File: config.mk
export PLATFORM = sky130hd
export DESIGN_NAME = store_buffered
export DESIGN_NICKNAME = d
export VERILOG_FILES = /design/src/rtl/store_buffered_pkg.sv /design/src/rtl/store_buffered_fifo.sv /design/src/rtl/store_buffered.sv
export SDC_FILE = /design/constraint.sdc
export NUM_CORES = 1
export LEC_CHECK = 0
export ABC_AREA = 1
export BUFFER_PORTS_ARGS = -buffer_cell sky130_fd_sc_hd__clkbuf_2
export CORE_MARGIN = 3
export CORE_UTILIZATION = 50
export DETAILED_ROUTE_END_ITERATION = 7
export PLACE_DENSITY = 0.76
export SLEW_MARGIN = 15
export SYNTH_ARGS = -nofsm -noshare
export SYNTH_HDL_FRONTEND = slang
export SYNTH_SLANG_ARGS = --single-unit
File: constraint.sdc
create_clock -name clk -period 4.9 [get_ports clk]
set_clock_uncertainty 0.1 [all_clocks]
set_input_delay 0.245 -clock clk [delete_from_list [all_inputs] [get_ports clk]]
set_output_delay 0.245 -clock clk [all_outputs]
set_load 0.02 [all_outputs]
File: src/rtl/store_buffered_pkg.sv
// Shared helpers for the store_buffered store port.
// Holds the constant functions that size the FIFO pointers and occupancy counter.
package store_buffered_pkg;

  // Read/write pointer width; a single-entry buffer still needs a 1-bit pointer.
  function automatic int unsigned ptr_width(input int unsigned depth);
    return (depth <= 1) ? 1 : $clog2(depth);
  endfunction

  // Counter width able to hold every value 0..depth inclusive.
  function automatic int unsigned cnt_width(input int unsigned depth);
    return $clog2(depth + 1);
  endfunction

endpackage

File: src/rtl/store_buffered_fifo.sv
// Circular buffer of Depth entries, each Width bits wide. Depth need not be a
// power of two; pointers wrap explicitly from Depth-1 to 0.
//
// Ports:
//   clk_i    clock
//   rst_ni   asynchronous active-low reset (pointers and count cleared)
//   push_i   write wdata_i at the write pointer (ignored when full)
//   wdata_i  entry to write
//   pop_i    retire the head entry (ignored when empty)
//   rdata_o  head entry; don't-care while empty
//   empty_o  no entries stored
//   count_o  number of stored entries
module store_buffered_fifo
  import store_buffered_pkg::*;
#(
  parameter int unsigned Width = 64,
  parameter int unsigned Depth = 4,
  parameter int unsigned CntW  = 3
) (
  input  logic             clk_i,
  input  logic             rst_ni,
  input  logic             push_i,
  input  logic [Width-1:0] wdata_i,
  input  logic             pop_i,
  output logic [Width-1:0] rdata_o,
  output logic             empty_o,
  output logic [CntW-1:0]  count_o
);

  localparam int unsigned     PtrW     = ptr_width(Depth);
  localparam logic [PtrW-1:0] LastPtr  = PtrW'(Depth - 1);
  localparam logic [CntW-1:0] DepthCnt = CntW'(Depth);

  logic [Width-1:0] mem_q [Depth];
  logic [PtrW-1:0]  wr_ptr_q, wr_ptr_d;
  logic [PtrW-1:0]  rd_ptr_q, rd_ptr_d;
  logic [CntW-1:0]  count_q, count_d;
  logic             full, empty, do_push, do_pop;

  assign full    = (count_q == DepthCnt);
  assign empty   = (count_q == '0);
  assign do_push = push_i & ~full;
  assign do_pop  = pop_i & ~empty;

  always_comb begin
    wr_ptr_d = wr_ptr_q;
    rd_ptr_d = rd_ptr_q;
    count_d  = count_q;
    if (do_push) begin
      wr_ptr_d = (wr_ptr_q == LastPtr) ? '0 : wr_ptr_q + PtrW'(1);
    end
    if (do_pop) begin
      rd_ptr_d = (rd_ptr_q == LastPtr) ? '0 : rd_ptr_q + PtrW'(1);
    end
    case ({do_push, do_pop})
      2'b10:   count_d = count_q + CntW'(1);
      2'b01:   count_d = count_q - CntW'(1);
      default: count_d = count_q;
    endcase
  end

  always_ff @(posedge clk_i or negedge rst_ni) begin
    if (!rst_ni) begin
      wr_ptr_q <= '0;
      rd_ptr_q <= '0;
      count_q  <= '0;
    end else begin
      wr_ptr_q <= wr_ptr_d;
      rd_ptr_q <= rd_ptr_d;
      count_q  <= count_d;
    end
  end

  // Payload storage carries no reset: contents are only observed while count > 0.
  always_ff @(posedge clk_i) begin
    if (do_push) begin
      mem_q[wr_ptr_q] <= wdata_i;
    end
  end

  assign rdata_o = mem_q[rd_ptr_q];
  assign empty_o = empty;
  assign count_o = count_q;

endmodule

File: src/rtl/store_buffered.sv
// Buffered store port: joins the data and address channels from the circuit,
// queues the joined pairs, and presents the head pair to memory on two
// independently handshaked channels (eager fork).
//
// Optional build macro STORE_BUFFERED_OCC_EN adds the 'occupancy' output
// (registered entry count).
//
// Ports:
//   clk, rst (async, active-low)
//   dataIn/_valid/_ready     store data from the circuit
//   addrIn/_valid/_ready     store address from the circuit
//   dataToMem/_valid/_ready  data to the memory interface
//   addrOut/_valid/_ready    address to the memory interface
//   idle                     buffer empty
//   occupancy                (STORE_BUFFERED_OCC_EN only) stored pair count
module store_buffered
  import store_buffered_pkg::*;
#(
  parameter int unsigned DATA_TYPE = 32,
  parameter int unsigned ADDR_TYPE = 32,
  parameter int unsigned DEPTH     = 4
) (
  input  logic                 clk,
  input  logic                 rst,
  input  logic [DATA_TYPE-1:0] dataIn,
  input  logic                 dataIn_valid,
  output logic                 dataIn_ready,
  input  logic [ADDR_TYPE-1:0] addrIn,
  input  logic                 addrIn_valid,
  output logic                 addrIn_ready,
  output logic [DATA_TYPE-1:0] dataToMem,
  output logic                 dataToMem_valid,
  input  logic                 dataToMem_ready,
  output logic [ADDR_TYPE-1:0] addrOut,
  output logic                 addrOut_valid,
  input  logic                 addrOut_ready,
  output logic                 idle
`ifdef STORE_BUFFERED_OCC_EN
  ,
  output logic [cnt_width(DEPTH)-1:0] occupancy
`endif
);

  localparam int unsigned     CntW     = cnt_width(DEPTH);
  localparam int unsigned     Width    = DATA_TYPE + ADDR_TYPE;
  localparam logic [CntW-1:0] DepthCnt = CntW'(DEPTH);

  logic [CntW-1:0]  count;
  logic [Width-1:0] head;
  logic             full, empty, push, pop;
  logic             data_sent_q, data_sent_d;
  logic             addr_sent_q, addr_sent_d;
  logic             data_done, addr_done;

  // Join: readiness looks only at the registered count, so a same-cycle pop
  // never opens the input when full.
  assign full         = (count == DepthCnt);
  assign dataIn_ready = addrIn_valid & ~full;
  assign addrIn_ready = dataIn_valid & ~full;
  assign push         = dataIn_valid & addrIn_valid & ~full;

  store_buffered_fifo #(
    .Width (Width),
    .Depth (DEPTH),
    .CntW  (CntW)
  ) u_fifo (
    .clk_i   (clk),
    .rst_ni  (rst),
    .push_i  (push),
    .wdata_i ({dataIn, addrIn}),
    .pop_i   (pop),
    .rdata_o (head),
    .empty_o (empty),
    .count_o (count)
  );

  // Eager fork: each channel offers the head until it has handshaked once;
  // the entry retires when both channels are done.
  assign dataToMem       = head[Width-1 -: DATA_TYPE];
  assign addrOut         = head[ADDR_TYPE-1:0];
  assign dataToMem_valid = ~empty & ~data_sent_q;
  assign addrOut_valid   = ~empty & ~addr_sent_q;
  assign data_done       = data_sent_q | (dataToMem_valid & dataToMem_ready);
  assign addr_done       = addr_sent_q | (addrOut_valid & addrOut_ready);
  assign pop             = ~empty & data_done & addr_done;

  always_comb begin
    data_sent_d = data_sent_q;
    addr_sent_d = addr_sent_q;
    if (pop) begin
      data_sent_d = 1'b0;
      addr_sent_d = 1'b0;
    end else begin
      if (dataToMem_valid & dataToMem_ready) data_sent_d = 1'b1;
      if (addrOut_valid & addrOut_ready)     addr_sent_d = 1'b1;
    end
  end

  always_ff @(posedge clk or negedge rst) begin
    if (!rst) begin
      data_sent_q <= 1'b0;
      addr_sent_q <= 1'b0;
    end else begin
      data_sent_q <= data_sent_d;
      addr_sent_q <= addr_sent_d;
    end
  end

  assign idle = empty;

`ifdef STORE_BUFFERED_OCC_EN
  assign occupancy = count;
`endif

endmodule

Word-level counts from Yosys, hierarchy flattened
Memories as Yosys holds them, arrays and structs flattened.
Index checks and enable logic that the tools add are counted.
{"block": "totals", "output_inout_bits": 69, "elab_cells": 46, "in_bits": 70, "ramBits": 256, "memories": 1, "reg_bits": 9}
{"block": "op_classes", "addsub": 4, "reduce_logical": 4, "muxes": 9, "bitwise": 18, "eq_ne": 5}
{"memory": "u_fifo.mem_q", "depth": 4, "word_bits": 64, "rd": 1, "rd_ports_with_merged_regs": 0, "wr": 1, "line_no": "store_buffered_fifo.sv:34", "source": "logic [Width-1:0] mem_q [Depth];"}
{"operator": "1-bit bitwise AND", "n": 12}
{"operator": "2-bit equality test, second input constant", "n": 3}
{"operator": "1-bit 2-to-1 mux", "n": 6}
{"operator": "3-bit case mux with 2 select lines", "n": 1}
{"operator": "2-bit nonzero test", "n": 3}
{"operator": "2-bit by 1-bit adder with 2-bit output, second input constant", "n": 2}
{"operator": "2-bit 2-to-1 mux", "n": 2}
{"operator": "1-bit NOT", "n": 4}
{"operator": "3-bit by 1-bit adder with 3-bit output, second input constant", "n": 1}
{"operator": "3-bit equality test, second input constant", "n": 1}
{"operator": "3-bit zero test", "n": 1}
{"operator": "3-bit by 1-bit subtractor with 3-bit output, second input constant", "n": 1}
{"operator": "2-bit by 1-bit equality test with 1-bit output, second input constant", "n": 1}
{"operator": "1-bit bitwise OR", "n": 2}

Logic depth before layout (Yosys ltp)
Gate-level depths: netlist (run 1).
{"block": "depth", "word_depth": 10, "ltp_mapped": 13, "depth_no_buf": 13}

By module
Synthesis (run 1) repeated with hierarchy kept, for this count alone.
{"block": "unflattened", "hier_cells": 827, "area_unflattened_um2": 10824.1}
{"module": "store_buffered_fifo", "instances": 1, "area_each_um2": 10689.0, "seq_area_each_um2": 7862.5, "cells_per_inst": 806}
{"module": "store_buffered", "instances": 1, "area_each_um2": 135.1, "seq_area_each_um2": 50.0, "cells_per_inst": 21}

Least setup slack after synthesis (run 1)
No wires, ideal clock.
{"block": "synth_path", "path_kind": "register to register", "startpoint": "register u_fifo.count_q[0], in the netlist u_fifo.count_o[0]", "endpoint": "memory u_fifo.mem_q[0][0] (enable)", "stages_incl_launch_ff": 5, "t_arrival_ps": 3360, "path_buffers": 0, "setup_time_ps": 487, "synth_period_minus_slack_ps": 3946, "setup_slack_ps": 954, "cell_sequence": "dfrtp_1 > nor2_1 > nand2_1 > nand3_2 > nor2_1"}
{"block": "synth_via", "elab_chain_cells": 6}
{"item": "from (decl)", "line_no": "store_buffered_fifo.sv:37", "source": "logic [CntW-1:0] count_q, count_d;"}
{"item": "from (signal assigned)", "line_no": "store_buffered_fifo.sv:70", "source": "count_q <= count_d;"}
{"item": "3-bit equality test *", "line_no": "store_buffered_fifo.sv:40, store_buffered.sv:57"}
{"item": "1-bit NOT *", "line_no": "store_buffered_fifo.sv:42, store_buffered.sv:60"}
{"item": "1-bit bitwise AND", "line_no": "store_buffered.sv:60", "source": "assign push = dataIn_valid & addrIn_valid & ~full;"}
{"item": "1-bit bitwise AND *", "line_no": "store_buffered_fifo.sv:42", "source": "assign do_push = push_i & ~full;"}
{"item": "1-bit 2-to-1 mux *", "line_no": "store_buffered_fifo.sv:76", "source": "if (do_push) begin"}
{"item": "1-bit 2-to-1 mux (not written as such) *", "line_no": "store_buffered_fifo.sv:77", "source": "mem_q[wr_ptr_q] <= wdata_i;"}
{"item": "to (decl)", "line_no": "store_buffered_fifo.sv:34"}
Mark *: on every way between the ends. The rest lies on a longest branch, timed or not.

Final worst setup path (run 1)
{"block": "layout_path", "startpoint": "register u_fifo.rd_ptr_q[1]", "endpoint": "output dataToMem[29]"}
{"block": "layout_via", "elab_chain_cells": 1}
{"item": "from (decl)", "line_no": "store_buffered_fifo.sv:36", "source": "logic [PtrW-1:0] rd_ptr_q, rd_ptr_d;"}
{"item": "from (signal assigned)", "line_no": "store_buffered_fifo.sv:69", "source": "rd_ptr_q <= rd_ptr_d;"}
{"item": "memory 4 x 64 bit"}
{"item": "to (decl)", "line_no": "store_buffered.sv:31", "source": "output logic [DATA_TYPE-1:0] dataToMem,"}
Every way passes these cells.

==> results.md, run 1 <==
- Most frequent cells in the layout: edfxtp_1 (256), nor2_1 (138), clkbuf_2 (138)
- Synth warnings: 0
- Mapped Nets: approximately 770
- Compound-Gate Fraction of Synth Area: 11.2%
- Vias: roughly 6200
- Slew @ Worst Pin: 1.08 ns
- Synth Area in Adders: less than 1%
- Peak VDD IR: 0.359 mV
- Die Ht: approximately 150 um
- Largest net degree at the start of global routing: between 100 and 150
- Syn Area/Cell: ~15 um2
- TritonCTS buffer count: 27
- Multi-input logic area: 1890 um2
- GPL Wtd Cong: slightly above 0.7
- Clk pwr share: 26.7%
- Outcome: finished, final reports clean
- Commonest non-fill, non-tap cell in the layout: edfxtp_1
- CP Data Required Time: 4.55 ns
- Post-placement cell area: 11000 um2
- Library cells used by synthesis: 24
- RSZ-0062 raised after global routing: no
- Root Driver: clkbuf_16
- Startpoint Class: register
- Ratio of cells with drive above 1 in the final layout: 22.8%
- NetSw: 2660 uW
- Largest family of logic cells by synthesized area: compound AO/OA/AOI/OAI gates
- DIE AREA: 22000 um2
- Final period utilization: around 70%
- GR Overflow Total: 0
- Finished Cell Area: around 12000 um2
- Comb pwr share: 34.7%
- Mux contribution to synthesized area: 0%
- Final wirelength: around 21000 um
- Pre-CTS WS: approximately 2.0 ns
- Synthesis-to-finish area growth: 23.4%
- Max Fclk: 294 MHz
- Sequential share of power: 38.6%
- Placed cells: 1064
- Clock latency on the worst-skew pair: 0.51 ns
- Cells after Synth: 692
- Slew margin rel.: between 20 and 30%
- Fin worst setup slack: 1.49 ns
- Synthesized cell area: just over 10000 um2
- FF/Latch Area: 7920 um2
- Post-layout minimum cycle time: between 3 and 4 ns
- Total track usage: 18.9%
- Antenna-violating nets left: 0
- Post-route DRC: 0
- #FFs+latches synth: 265
- Final hold vios: 0
- Sequential fraction of the synthesis area: 78.2%
- Switching Share: 36.2%
- # resized after CTS: 0
- Hold WC Path Type: in -> async
- Max Slew Vio Count: 0
- Crit. End Element: output pin
- Worst-path fanout max: 67
- Antenna violations before repair: 2
- Final-report setup violation count: 0
- Fillers: 1465
- Rows: 51
- Die width: about 150 um
- H-tree levels: 1
- IO Port Bufs: 138
- Core box area: 19700 um2
- Final std cells w/o fill: 1179
- Post-Route Setup TNS: 0 ns
- I/O Pins: 139
- Internal power: 4690 uW
- Post-CTS Setup Inserts: 0
- Power per Cell Area: 588 nW/um2
- Xor/xnor share of the synthesized area: 0.173%
- First-pass GRT wire length: 33000 um
- Post-DP HPWL: 11400 um
- Final net count: between 900 and 1000
- Data arrival time of the worst path: 3.06 ns
- Initial Utilization: 51.5%
- Clk pin slew, worst setup/hold paths: 0.06 ns
- Max-cap violations: 0
- Simple-gate share of the synthesized area: 6.02%
- Crit path kind: reg -> out
- CTS tree: yes
- Vias per cell: 5.30
- Routed wire length per instance: about 18 um
- Clock Path Buffers: 3
- Number of iterations in the first detailed-routing pass: 4
- Hold slack: 0.0357 ns
- Clock sinks: 265
- Number of global-route vias before repair: 6285
- Lkg Pwr: roughly 0.0045 uW
- DR iter-0 viols: 419
-- power by group through the flow --
stage / clock network [uW] / registers, uW / logic [uW]
6_report: 1960 / 2840 / 2550
5_1_grt: 2090 / 2860 / 2790
4_1_cts: 2000 / 2840 / 2570
3_5_place_dp: 0 / 2880 / 2510
3_3_place_gp: 0 / 2880 / 2490
2_1_floorplan: 0 / 2870 / 1820
-- critical path, stage by stage (launching register included) --
cell	delay [ns]
dfrtp_2	0.38
buf_4	0.35
inv_2	0.77
buf_4	0.43
o21ai_0	0.16
o22ai_1	0.23
clkbuf_2	0.21
-- state kept, by name (all words and copies together), names as in the netlist --
signal	count
u_fifo.rd_ptr_q	2
u_fifo.wr_ptr_q	2
u_fifo.mem_q	256
addr_sent_q	1
u_fifo.count_o	3
data_sent_q	1
-- synth_stat cells --
cell       instances  area share (%)
o21ai_2           16             1.4
a2bb2oi_1          1           0.087
buf_4              3            0.22
nand2_1           15            0.56
edfxtp_1         256              76
buf_8              1            0.15
buf_2             11            0.54
buf_6             12             1.3
o21ai_1           41             2.0
nand3_2            1           0.099
fa_1               1            0.20
xor2_1             1           0.087
inv_4              1           0.062
xnor2_1            1           0.087
nand3_1            2           0.099
inv_2              2           0.074
a21oi_1            2           0.099
clkbuf_1          14            0.52
inv_1             16            0.59
nor2_1           142             5.3
ha_1               6            0.74
o22ai_1           64             4.0
dfrtp_1            9             2.2
o21ai_0           74             3.7
-- layer usage --
layer,routed length (um),share of wire [%],up-vias,GRT usage (%)
met5,13,0.062,-,0
met2,10300,49,215,32.0
met1,8890,42,3001,25.7
li1,-,-,2988,-
met3,1430,6.8,40,3.29
met4,429,2.0,2,5.17
-- final timing paths --
path | start | end | slack (ns) | cells past startpoint
worst max-delay path | u_fifo.rd_ptr_q[1] | dataToMem[29] | 1.49 | 6
worst min-delay path | rst | u_fifo.count_o[0] | 0.04 | 2
worst max register to register | u_fifo.count_o[0] | u_fifo.mem_q[1][14] | 2.46 | 5
worst min register to register | u_fifo.count_o[0] | u_fifo.count_o[0] | 0.41 | 1
max in group asynchronous | rst | u_fifo.rd_ptr_q[0] | 4.44 | 2
min in group clk | addrIn_valid | u_fifo.wr_ptr_q[0] | 0.12 | 3
-- cell type report --
cell class,count,share of cell area (%)
flip-flops and latches,265,63.4
multi-input cells,367,15.1
repair buffers,215,11.5
clock buffers,38,5.82
well taps,265,2.65
clock inverters,9,0.931
inverters,19,0.591
diodes,1,0.0200
-- timing repair --
action | in CTS | in global routing
hold buffers | 67 | 0
hold endpoints to repair | 267 | 0
setup endpoints to repair | 0 | 0
-- stage by stage --
stage | utilization [%] | power (uW)
detailed placement | 55.8 | 5390
finish | 63.6 | 7350
global placement | 55.8 | 5370
global route | 63.6 | 7740
CTS | 63.5 | 7400
floorplan | - | 4690
-- kinds of logic after synthesis --
| group | count (synthesis) |
|---|---|
| AO/OA/AOI/OAI | 198 |
| buffers and inverters | 60 |
| AND/OR/NAND/NOR | 160 |
| flip-flops | 265 |
| XOR/XNOR | 2 |
| adder cells (fa/ha/maj) | 7 |
Note: power is estimated with default switching activity, not from simulation.
==> inputs of run 2 (changes only) <==
==> constraint.sdc (replaced) <==
create_clock -name clk -period 3.4 [get_ports clk]
set_clock_uncertainty 0.1 [all_clocks]
set_input_delay 0.17 -clock clk [delete_from_list [all_inputs] [get_ports clk]]
set_output_delay 0.17 -clock clk [all_outputs]
set_load 0.02 [all_outputs]
==> run 2 against run 1 <==
Net effect: sequential power grew 44%; flip-flop and latch count is the same; die area is the same; combinational power grew 45%; non-clock buffer count grew 4; clock power grew 53%; critical path depth shrank 1; routed wire length grew 0.42%.
==> results.md, run 2 (synthesized netlist as in run 1, its figures left out) <==
- Outcome: finished, final reports clean
- Fillers: 1404
- Largest register FFs: 256
- Data arrival time of the worst path: 2.52 ns
- H-tree levels: 1
- Initial Utilization: 51.5%
- Largest register by flop count: u_fifo.mem_q
- First-pass GRT wire length: 33200 um
- Die width: 148 um
- Clock sinks: around 270
- DR iter-0 viols: 382
- Synthesis-to-finish area growth: 24.8%
- Final wirelength: 21200 um
- Finished Cell Area: 12600 um2
- I/O Pins: approximately 140
- Worst-path fanout max: 50
- Rows: between 50 and 60
- Crit path largest cell delay: approximately 0.60 ns
- Final-report setup violation count: 0
- Commonest non-fill, non-tap cell in the layout: edfxtp_1
- Final period utilization: 82.1%
- Top Family by Delay on Critical Path: buffers and inverters
- Worst-path cell chain: inv_4, buf_4, o21ai_1, o22ai_1, clkbuf_2
- Max Fclk: 358 MHz
- R2r setup slk: 1.19 ns
- Slew @ Worst Pin: 0.749 ns
- Stages on worst setup path: 5
- Post-DP HPWL: 10800 um
- Largest net degree at the start of global routing: 67
- Most frequent cells in the layout: edfxtp_1 (256), nor2_1 (138), clkbuf_2 (138)
- Clock Path Buffers: 3
- Vias per cell: about 5.4
- Antenna violations before repair: 0
- Crit path kind: reg -> out
- Slew margin rel.: 50.0%
- Root Driver: clkbuf_16
- Post-layout minimum cycle time: 2.79 ns
- Max Slew Vio Count: 0
- R2r endpoint: u_fifo.count_o[2]
- Die Ht: 148 um
- CP Data Required Time: 3.13 ns
- FF-to-FF Start: u_fifo.count_o[0]
- Number of global-route vias before repair: ~6400
- Post-CTS Setup Inserts: 0
- IO Port Bufs: around 140
- CTS tree: yes
- Clock latency on the worst-skew pair: 0.51 ns
- Diode count: 0
- Core box area: about 20000 um2
- Antenna-violating nets left: 0
- Startpoint Class: register
- Hold Startpoint: addrIn_valid
- Hold slack: 0.0476 ns
- Routed wire length per instance: around 18 um
- Final net count: just under 1000
- Post-route DRC: 0
- Post-placement cell area: 11000 um2
- # resized after CTS: 0
- RSZ-0062 raised after global routing: no
- Number of iterations in the first detailed-routing pass: 5
- Clk pin slew, worst setup/hold paths: approximately 0.060 ns
- Crit. End Element: output pin
- Placed cells: 1067
- Lkg Pwr: 0.00455 uW
- Max-cap violations: 0
- Final hold vios: 0
- Power per Cell Area: 854 nW/um2
- Register-to-Register Path Depth: 10
- Total track usage: 19.1%
- End of the critical path: addrOut[15]
- CP max stage cell: dfrtp_4
- DIE AREA: roughly 22000 um2
- GPL Wtd Cong: approximately 0.7
- Ratio of cells with drive above 1 in the final layout: between 20% and 30%
- TritonCTS buffer count: 27
- CP bufs+invs: 3
- Hold Buf Count CTS: 68
- Hold WC Path Type: in -> reg
- Worst setup path start: u_fifo.rd_ptr_q[0]
- GR Overflow Total: 0
- Peak VDD IR: between 0.5 and 0.6 mV
- Final std cells w/o fill: about 1200
- Vias: between 6000 and 7000
==> run 2: through the flow <==
step / util (%) / setup TNS, ns / setup WS (ns) / total power, uW
6_report: 64.3 / 0 / 0.607 / 10800
5_1_grt: 64.3 / 0 / 0.471 / 11400
4_1_cts: 64.3 / 0 / 0.607 / 10900
3_5_place_dp: 56.2 / 0 / 1.17 / 7820
3_3_place_gp: 56.2 / 0 / 1.21 / 7750
2_1_floorplan: - / -139.80 / -0.546 / 6760
==> run 2: worst reg2reg max path, stage by stage (launching register included) <==
cell,delay (ns)
dfrtp_1,0.40
nor2_1,0.20
nand2_1,0.13
nand3_2,0.28
ha_1,0.21
inv_1,0.06
fa_1,0.38
nor2_1,0.11
nor2_1,0.05
nand2_1,0.07
xor2_1,0.14
==> run 2: cell type report <==
| cell class | count | area [um2] | area share (%) |
|---|---|---|---|
| flip-flops and latches | 265 | 7920 | 62.7 |
| multi-input cells | 367 | 1890 | 14.9 |
| repair buffers | 219 | 1520 | 12.0 |
| clock buffers | 30 | 687 | 5.44 |
| well taps | 265 | 332 | 2.62 |
| clock inverters | 19 | 219 | 1.73 |
| inverters | 19 | 73.8 | 0.584 |
==> run 2: worst min path at each step <==
stage,end,slack [ns],cells past startpoint
after global placement,u_fifo.count_o[1],-0.06,1
final,u_fifo.wr_ptr_q[0],0.05,3
after detailed placement,u_fifo.count_o[0],-0.06,1
after CTS,u_fifo.wr_ptr_q[0],0.03,3
after global routing,u_fifo.wr_ptr_q[0],0.07,3
after floorplan,addr_sent_q,-0.23,0
==> run 2: layer usage <==
layer	GRT usage [%]	part of all wire [%]
met3	3.87	6.2
met1	23.9	41
met5	0	0
met4	4.94	1.7
met2	34.1	51
==> run 2: where the power goes <==
group	total [uW]	switching (uW)	internal, uW
Clock	2990	1160	1830
Combinational	3710	2580	1130
Sequential	4100	136	3960
Total	10800	3870	6920
==> inputs of run 3 (changes only) <==
--- a/config.mk
+++ b/config.mk
@@ -5,12 +5,12 @@
 export SDC_FILE = /design/constraint.sdc
 export NUM_CORES = 1
 export LEC_CHECK = 0
-export ABC_AREA = 1
+export ABC_AREA = 0
 export BUFFER_PORTS_ARGS = -buffer_cell sky130_fd_sc_hd__clkbuf_2
 export CORE_MARGIN = 3
 export CORE_UTILIZATION = 50
 export DETAILED_ROUTE_END_ITERATION = 7
-export PLACE_DENSITY = 0.76
+export PLACE_DENSITY = 0.79
 export SLEW_MARGIN = 15
 export SYNTH_ARGS = -nofsm -noshare
 export SYNTH_HDL_FRONTEND = slang
==> constraint.sdc (replaced) <==
create_clock -name clk -period 2.3 [get_ports clk]
set_clock_uncertainty 0.1 [all_clocks]
set_input_delay 0.115 -clock clk [delete_from_list [all_inputs] [get_ports clk]]
set_output_delay 0.115 -clock clk [all_outputs]
set_load 0.02 [all_outputs]
==> run 3 against run 2 <==
Net effect: die area decreased by 3.1%; final area increased by 1.3%; first-iteration DRC count fell by 30%; non-clock buffer count grew 15; cell count fell by 22%; critical path type unchanged; critical endpoint is now dataToMem[2]; largest cell class unchanged.
==> results.md, run 3 <==
- Fillers: between 1000 and 1500
- Rows: 50
- GR Overflow Total: 0
- Commonest non-fill, non-tap cell in the layout: edfxtp_1
- Compound-Gate Fraction of Synth Area: 0.243%
- Post-layout minimum cycle time: 2.21 ns
- Simple-gate share of the synthesized area: 1.25%
- FF/Latch Area: 7920 um2
- Antenna-violating nets left: 0
- Vias per cell: approximately 5.3
- Final-report setup violation count: 0
- R2r setup slk: 0.15 ns
- Top post-synthesis cells by area: edfxtp_1 (78%), mux4_2 (15%), dfrtp_1 (2.3%)
- Clock sinks: 265
- Syn Area/Cell: 25.2 um2
- Post-layout power: 15800 uW
- Placed cells: ~790
- Crit. End Element: output pin
- Worst-path cell chain: buf_12, mux4_2, clkbuf_2
- Crit path largest cell delay: approximately 0.54 ns
- Largest register FFs: 256
- Root Driver: clkbuf_16
- Post-placement cell area: roughly 11000 um2
- Commonest cells in the synthesized netlist: edfxtp_1 (256), mux4_2 (64), nor2_1 (11)
- End of the critical path: dataToMem[2]
- Final period utilization: 96.1%
- Library cells used by synthesis: 26
- CP max stage cell: dfrtp_4
- Final wirelength: 19300 um
- Power per Cell Area: 1230 nW/um2
- DR iter-0 viols: 269
- CTS tree: yes
- Final hold vios: 0
- Crit path kind: reg -> out
- Post-synth ARST share: 3.40%
- Cells after Synth: 389
- Largest register by flop count: u_fifo.mem_q
- #FFs+latches synth: roughly 270
- Area leader, netlist: edfxtp_1
- Synth warnings: 0
- Clk pin slew, worst setup/hold paths: 0.06 ns
- Core box area: 19000 um2
- Register-to-Register Path Depth: 9
- Largest family of logic cells by synthesized area: multiplexers
- First-pass GRT wire length: ~30000 um
- Die width: 146 um
- Max-cap violations: 0
- RSZ-0062 raised after global routing: no
- Primary FF master, synth: edfxtp_1
- Clock latency on the worst-skew pair: 0.52 ns
- Post-synth EDFFs: 256
- Number of global-route vias before repair: approximately 5300
- Number of iterations in the first detailed-routing pass: 5
- Initial Utilization: 51.7%
- Synth Area in Adders: less than 1%
- H-tree levels: 1
- Outcome: finished, final reports clean
- Worst setup path start: u_fifo.rd_ptr_q[0]
- Die Ht: 146 um
- Ratio of cells with drive above 1 in the final layout: a little over two fifths
- Largest net degree at the start of global routing: 28
- Hold WC Path Type: in -> reg
- Final std cells w/o fill: 919
- Peak VDD IR: 0.860 mV
- Final net count: roughly 720
- R2r endpoint: u_fifo.count_o[2]
- Data arrival time of the worst path: 2.00 ns
- Sequential fraction of the synthesis area: 80.8%
- Lkg Pwr: 0.00454 uW
- Stages on worst setup path: 3
- Synthesized cell area: 9800 um2
- Max Slew Vio Count: 0
- Mux contribution to synthesized area: 15.2%
- Mapped Nets: 466
- Clock Path Buffers: 3
- Startpoint Class: register
- IO Port Bufs: 138
- Yosys top cell area share: 78.5%
- I/O Pins: 139
- Count leader, synth: edfxtp_1
- Top Family by Delay on Critical Path: flip-flops
- Xor/xnor share of the synthesized area: 0.268%
- CP Data Required Time: 2.09 ns
- Post-DP HPWL: 11600 um
- Max Fclk: 452 MHz
- Multi-input logic area: 1780 um2
- GPL Wtd Cong: between 0.7 and 0.8
- TritonCTS buffer count: 27
- Slew margin rel.: 71.3%
- Total track usage: 18.4%
- Post-route DRC: 0
- Slew @ Worst Pin: 0.429 ns
- Synthesis-to-finish area growth: 30.6%
- Antenna violations before repair: 1
- Routed wire length per instance: 21.0 um
- FF-to-FF Start: u_fifo.count_o[1]
- Most frequent cells in the layout: edfxtp_1 (256), clkbuf_2 (137), dlygate4sd3_1 (71)
- Worst-path fanout max: 15
- CP bufs+invs: 2
- DIE AREA: 21300 um2
- Finished Cell Area: 12800 um2
- Post-Route Setup TNS: 0 ns
- Vias: 4838
==> run 3: final cells by class <==
type	instances	area share, %
antenna	1	0.0196
clock buffer	30	5.37
clock inverter	19	2.36
inverter	7	0.225
multi-input combinational	103	13.9
sequential	265	61.9
tap	260	2.54
timing repair buffer	234	13.7
==> run 3: metal layers <==
| metal | wire, um | GRT usage, % |
|---|---|---|
| met5 | 0 | 0 |
| met4 | 398 | 4.94 |
| met3 | 1250 | 3.58 |
| met2 | 9960 | 31.4 |
| met1 | 7670 | 24.7 |
==> run 3: worst min path at each step <==
stage / start / end / slack (ns) / cells after the start
final: addrIn_valid / u_fifo.wr_ptr_q[1] / 0.09 / 5
after global routing: addrIn_valid / u_fifo.wr_ptr_q[1] / 0.11 / 5
after CTS: addrIn_valid / u_fifo.wr_ptr_q[1] / 0.06 / 5
after detailed placement: rst / u_fifo.count_o[2] / -0.11 / 1
after global placement: rst / data_sent_q / -0.12 / 1
after floorplan: rst / addr_sent_q / -0.28 / 0
==> run 3: logic make-up (layout without fill, tap and decap cells) <==
kind of cell,count (synthesis),in the layout
and+or+nand+nor,21,21
muxes,68,68
buffers and inverters,21,290
other,0,1
DFF,265,265
adders and majority gates,7,7
xor gates and xnor gates,3,3
AOI/OAI and AO/OA,4,4
==> run 3: what timing repair did <==
item / CTS / global route
pin swaps: 0 / 1
setup endpoints to repair: 61 / 5
hold buffers: 71 / 0
cloned: 0 / 0
hold endpoints to repair: 268 / 0
gates resized for setup: 0 / 5
buffers inserted: 4 / 0
==> run 3: report_power, final <==
part	switching [uW]	total, uW	internal (uW)	leakage (uW)
Sequential	303	6200	5900	0.00243
Clock	1790	4750	2960	0.000477
Combinational	2620	4820	2200	0.00163
Total	4710	15800	11100	0.00454
==> run 3: worst register-to-register path, stage by stage (launching register included) <==
cell     delay [ns]
dfrtp_1        0.41
or3_4          0.18
inv_4          0.05
nor3_4         0.21
ha_1           0.23
inv_1          0.06
fa_1           0.39
xor2_1         0.16
nor2_1         0.11
xor2_1         0.18
==> run 3: stage by stage <==
step                hold slack [ns]  worst slack, ns  utilization (%)
floorplan                    -0.281            0.125                -
global placement             -0.124            0.218             58.2
detailed placement           -0.114           0.0898             58.2
CTS                          0.0643           0.0204             67.4
global route                  0.110          0.00605             67.5
finish                       0.0850           0.0899             67.5
